===== src/rtl/tone_synth.sv =====
// Tone burst generator: turns a 3-bit tone identifier into a fixed-length burst of
// 8-bit signed sine samples, one per sample tick, with a done pulse on the last one.
module tone_synth #(
    parameter int unsigned DUR_SAMPLES = 6000,
    parameter int unsigned PHASE_W     = 16
) (
    input  logic       clk_in,
    input  logic       rst_in,
    input  logic       sample_tick_in,
    input  logic       tone_valid_in,
    input  logic [2:0] tone_ident_in,
    output logic       tone_ready_out,
    output logic [7:0] audio_out,
    output logic       audio_valid_out,
    output logic       busy_out,
    output logic       done_out
);

    // state | meaning
    // IDLE  | waiting for a request, ready high, ticks ignored
    // PLAY  | emitting one sample per tick until the burst length is reached
    typedef enum logic {
        S_IDLE = 1'b0,
        S_PLAY = 1'b1
    } state_t;

    localparam logic [15:0] LAST_COUNT = 16'(DUR_SAMPLES - 1);

    // Quarter-wave table: round(127*sin(pi/2*i/64)) for i = 0..63.
    localparam logic [6:0] SINE_LUT [64] = '{
        7'd0,   7'd3,   7'd6,   7'd9,   7'd12,  7'd16,  7'd19,  7'd22,
        7'd25,  7'd28,  7'd31,  7'd34,  7'd37,  7'd40,  7'd43,  7'd46,
        7'd49,  7'd51,  7'd54,  7'd57,  7'd60,  7'd63,  7'd65,  7'd68,
        7'd71,  7'd73,  7'd76,  7'd78,  7'd81,  7'd83,  7'd85,  7'd88,
        7'd90,  7'd92,  7'd94,  7'd96,  7'd98,  7'd100, 7'd102, 7'd104,
        7'd106, 7'd107, 7'd109, 7'd111, 7'd112, 7'd113, 7'd115, 7'd116,
        7'd117, 7'd118, 7'd120, 7'd121, 7'd122, 7'd122, 7'd123, 7'd124,
        7'd125, 7'd125, 7'd126, 7'd126, 7'd126, 7'd127, 7'd127, 7'd127
    };

    // Phase increment per sample: round(f * 2^16 / 12000); ident 7 is a rest.
    function automatic logic [15:0] inc_lookup(input logic [2:0] ident);
        logic [15:0] inc;
        case (ident)
            3'd0:    inc = 16'd1431;
            3'd1:    inc = 16'd1606;
            3'd2:    inc = 16'd1802;
            3'd3:    inc = 16'd1906;
            3'd4:    inc = 16'd2141;
            3'd5:    inc = 16'd2403;
            3'd6:    inc = 16'd2698;
            default: inc = 16'd0;
        endcase
        return inc;
    endfunction

    state_t               state_q, state_d;
    logic [PHASE_W-1:0]   phase_q, phase_d;
    logic [PHASE_W-1:0]   inc_q,   inc_d;
    logic [15:0]          count_q, count_d;
    logic                 rest_q,  rest_d;
    logic [7:0]           audio_q, audio_d;
    logic                 valid_q, valid_d;
    logic                 done_q,  done_d;

    logic [7:0]           phase_top;
    logic [5:0]           lut_idx;
    logic [6:0]           lut_mag;
    logic [7:0]           sine_val;

    // Quadrants 1 and 3 read the table mirrored; 63-i equals the bitwise inverse of i.
    assign phase_top = phase_q[PHASE_W-1 -: 8];
    assign lut_idx   = phase_top[6] ? ~phase_top[5:0] : phase_top[5:0];
    assign lut_mag   = SINE_LUT[lut_idx];
    assign sine_val  = phase_top[7] ? (8'd0 - {1'b0, lut_mag}) : {1'b0, lut_mag};

    always_comb begin
        state_d = state_q;
        phase_d = phase_q;
        inc_d   = inc_q;
        count_d = count_q;
        rest_d  = rest_q;
        audio_d = audio_q;
        valid_d = 1'b0;
        done_d  = 1'b0;

        case (state_q)
            S_IDLE: begin
                if (tone_valid_in) begin
                    inc_d   = PHASE_W'(inc_lookup(tone_ident_in));
                    rest_d  = (tone_ident_in == 3'd7);
                    phase_d = '0;
                    count_d = '0;
                    state_d = S_PLAY;
                end
            end
            S_PLAY: begin
                if (sample_tick_in) begin
                    audio_d = rest_q ? 8'd0 : sine_val;
                    valid_d = 1'b1;
                    phase_d = phase_q + inc_q;
                    count_d = count_q + 16'd1;
                    if (count_q == LAST_COUNT) begin
                        state_d = S_IDLE;
                        done_d  = 1'b1;
                    end
                end
            end
            default: state_d = S_IDLE;
        endcase
    end

    always_ff @(posedge clk_in) begin
        if (rst_in) begin
            state_q <= S_IDLE;
            phase_q <= '0;
            inc_q   <= '0;
            count_q <= '0;
            rest_q  <= 1'b0;
            audio_q <= '0;
            valid_q <= 1'b0;
            done_q  <= 1'b0;
        end else begin
            state_q <= state_d;
            phase_q <= phase_d;
            inc_q   <= inc_d;
            count_q <= count_d;
            rest_q  <= rest_d;
            audio_q <= audio_d;
            valid_q <= valid_d;
            done_q  <= done_d;
        end
    end

    assign tone_ready_out  = (state_q == S_IDLE);
    assign busy_out        = (state_q == S_PLAY);
    assign audio_out       = audio_q;
    assign audio_valid_out = valid_q;
    assign done_out        = done_q;

endmodule


===== config.mk =====
export PLATFORM = sky130hd
export DESIGN_NAME = tone_synth
export DESIGN_NICKNAME = d
export VERILOG_FILES = /design/src/rtl/tone_synth.sv
export SDC_FILE = /design/constraint.sdc
export NUM_CORES = 1
export LEC_CHECK = 0
export BUFFER_PORTS_ARGS = -buffer_cell sky130_fd_sc_hd__buf_2
export CAP_MARGIN = 20
export CORE_UTILIZATION = 45
export DETAILED_ROUTE_END_ITERATION = 7
export GPL_TIMING_DRIVEN = 0
export MAX_ROUTING_LAYER = met4
export PLACE_DENSITY_LB_ADDON = 0.2
export SYNTH_ARGS = -nofsm -noshare
export SYNTH_HDL_FRONTEND = slang
export SYNTH_SLANG_ARGS = --single-unit

===== constraint.sdc =====
create_clock -name clk_in -period 4.7 [get_ports clk_in]
set_clock_uncertainty 0.1 [all_clocks]
set_input_delay 1.175 -clock clk_in [delete_from_list [all_inputs] [get_ports clk_in]]
set_output_delay 1.175 -clock clk_in [all_outputs]
set_load 0.03 [all_outputs]

==> results by group <==
Clocking
  – Root buffer cell: clkbuf_8
  – Postcts setup bufs: 0
  – TritonCTS Buffers: 5
  – Worst-path clk slew: roughly 110 ps
  – Post-cts gate resize count: 0
  – CTS tree: yes
  – H-tree levels: 2
  – Number of hold buffers added after CTS: 0
  – Num Clock Sinks: 56
  – Clk_lat worst skew: roughly 310 ps
  – Clock buffer depth: 2

Timing
  – Setup violators final: 0
  – Fin. Hold Viols: 0
  – Worst-Margin Slew: between 600 and 700 ps
  – Hold slack: roughly 350 ps
  – Tmin final: 4420 ps
  – Setup TNS: 0 ps
  – Max_slew headroom: 0.535
  – RSZ-0062 raised after global routing: false
  – Fmax: between 0.2 and 0.25 GHz
  – Max Slew Vio Count: 0
  – Final clock period utilization by the worst path: 0.941

GRT
  – Global-route usage over all layers: 0.263
  – Largest net degree at the start of global routing: 20
  – Busiest grt layer: met2
  – First-pass GRT wire length: between 20000 and 25000 µm
  – Global routing usage on met1: 0.319
  – Initial antenna violation count: 0
  – Met3 Usage GRT: 0.0372
  – Global route overflow: 0
  – Vias in the first global route: around 4200
  – Met2 GRT Util: 0.425

Detailed routing
  – DR pass1 iterations: 7
  – Wire per inst: roughly 18 µm
  – DRC: 0
  – Vias: around 4300
  – DRT antenna net count: 0
  – 1st-iter DRT viols: around 280
  – Vias/cell: between 6 and 7
  – Wirelength, routed: ~12000 µm

Floorplan
  – Row cnt: 35
  – Die X: between 90 and 100 µm
  – Die H: slightly below 100 µm
  – Initial Util: 0.463
  – # IOs: 19
  – Die area: just under 10000 µm²
  – Core area: ~9000 µm²

Flow run
  – Max_cap viols: 0

Final layout
  – # nets final: between 600 and 700
  – Final Instance Area: 4560 µm²
  – Layout cells sized above 1: 0.101
  – Ant. Diodes: 0
  – Layout area overhead: 7.29%
  – Fill count: between 900 and 1000

Yosys
  – Synthesized instance count: between 500 and 600
  – Yosys top cell area share: 0.264
  – Top_reg_cell synth: dfxtp_1
  – Post-synth top area cell: dfxtp_1
  – Dominant cell by count in the synthesized netlist: nor2_1
  – Post-synthesis sequential area ratio: 0.264
  – Synth Net Count: slightly below 600
  – Ys Warns: 0
  – Post-synth EDFFs: 0
  – Share of synthesized registers carrying an async set or reset: 0
  – Syn Area/Cell: 7.73 µm²
  – Most area-consuming cells after synthesis: dfxtp_1 26%, ha_1 6.8%, nor2_1 6.0%, a21oi_1 4.6%, nand2_1 3.5%
  – Mapped cell area: approximately 4300 µm²
  – Yosys reg bits: 56
  – Distinct cell type count after synthesis: 78
  – Top cells by count, synth: 68 x nor2_1, 56 x dfxtp_1, 40 x nand2_1

Worst hold path
  – Hold_sp: audio_out[3]
  – Min-delay worst type: reg2reg
  – WHS Endpoint: audio_out[3]
  – Hold path depth: 2

Critical path
  – Crit path cell chain: buf_6 > buf_6 > buf_6 > buf_2 > xor2_1 > ha_1 > clkbuf_1 > nand2b_1 > o21ai_0 > a311oi_1 > a31oi_1 > and4bb_1 > nand3_2 > mux2_4 > o22ai_2
  – Top cell by count, worst path: buf_6
  – Flop-to-flop setup slack: approximately 280 ps
  – Startpoint types: flip-flop
  – Worst EP arrival: roughly 4600 ps
  – Worst r2r path cells: 15
  – CP max stage cell: dfxtp_1
  – Maximum fanout along the worst path: 10
  – Worst R2R Start: phase_q[14]
  – Critical R2R Capture: audio_out[5]
  – Crit Path Class: reg2reg
  – WP data required: 4850 ps
  – CP max stage delay: about 520 ps
  – Setup crit end kind: flip-flop

Pwr
  – Design Power: approximately 900 µW
  – Worst vdd ir: approximately 0.12 mV
  – Static leakage: 1.82 nW
  – PwrDens: between 150 and 200 nW/µm²

Status
  – Status: finished clean

Place
  – Detail Placement HPWL: 8980 µm
  – IO Port Bufs: 15
  – Dpl cell area: 4470 µm²
  – Final estimated routing congestion in global placement: between 0.9 and 1
[critical path, delay by kind of cell (launching register included)]
family,cells,cell delay (ps)
mux,1,320
simple gates,3,650
xor+xnor,1,410
buf+inv,5,1240
flops,1,520
compound gates,4,760
fa+ha+maj,1,350
[final cells by class]
class                      count  area, µm²  share of cell area
inverter                      19       71.3              0.0156
clock inverter                 3       27.5             0.00603
buffer                        43        233              0.0510
tap                          111        139              0.0304
clock buffer                   5       68.8              0.0151
sequential                    56       1120               0.246
multi-input combinational    432       2830               0.620
timing repair buffer          15       75.1              0.0164
[per-stage QoR]
stage	setup slack [ps]	utilization	cells
after CTS	448	0.496	684
final	278	0.496	684
after floorplan	1190	-	550
after global placement	552	0.486	676
after detailed placement	465	0.486	676
after global routing	111	0.496	684
[logic make-up after synthesis]
kind of cell | after synthesis | share of synthesized area
buffers and inverters | 62 | 0.0715
muxes | 7 | 0.0182
DFF | 56 | 0.264
AOI/OAI and AO/OA | 164 | 0.270
xor gates and xnor gates | 26 | 0.0535
and+or+nand+nor | 211 | 0.251
adders and majority gates | 24 | 0.0724
[power breakdown]
part	total [mW]	internal, mW	switching, mW
sequential	0.492	0.484	0.00786
clock	0.279	0.110	0.169
combinational	0.129	0.0425	0.0865
total	0.901	0.637	0.264
[how the worst max path moves through the flow]
stage / startpoint / endpoint / slack (ps) / cells after the start
global route: phase_q[14] / audio_out[4] / 110 / 16
finish: phase_q[14] / audio_out[5] / 280 / 15
global placement: phase_q[14] / audio_out[4] / 550 / 16
floorplan: phase_q[14] / audio_out[2] / 1190 / 19
detailed placement: phase_q[14] / audio_out[4] / 470 / 16
CTS: phase_q[14] / audio_out[4] / 450 / 16
[registers in the layout (all words and copies together) (netlist names)]
name             count
audio_out            8
count_q             16
phase_q             16
rest_q               1
audio_valid_out      1
inc_q               12
busy_out             1
done_out             1
[placed cells by master, fill, tap and decap left out, types with 4 or more instances in the layout]
cell type,instances
nor2_1,68
clkbuf_8,5
nand4_1,6
and2_1,4
o21ai_0,19
nand2_1,40
inv_1,17
a221oi_1,4
nand2b_1,6
mux2i_1,4
ha_1,23
a31oi_1,7
o22ai_1,5
a21o_1,8
o21a_1,7
xor2_1,16
nor3_1,18
a21oi_1,39
o21ai_1,4
nand3_1,21
dfxtp_1,56
a2111oi_0,4
a211oi_1,7
and3_1,7
buf_6,5
buf_2,27
nor2b_1,8
nor4_1,6
a311oi_1,6
a22oi_1,16
clkbuf_1,21
xnor2_1,10
[metal layers]
metal,share of wire,routed length [µm]
met5,0,0
met4,0.036,442
met3,0.057,698
met2,0.47,5760
met1,0.44,5380
No activity file was read; power rests on OpenSTA's default activity.
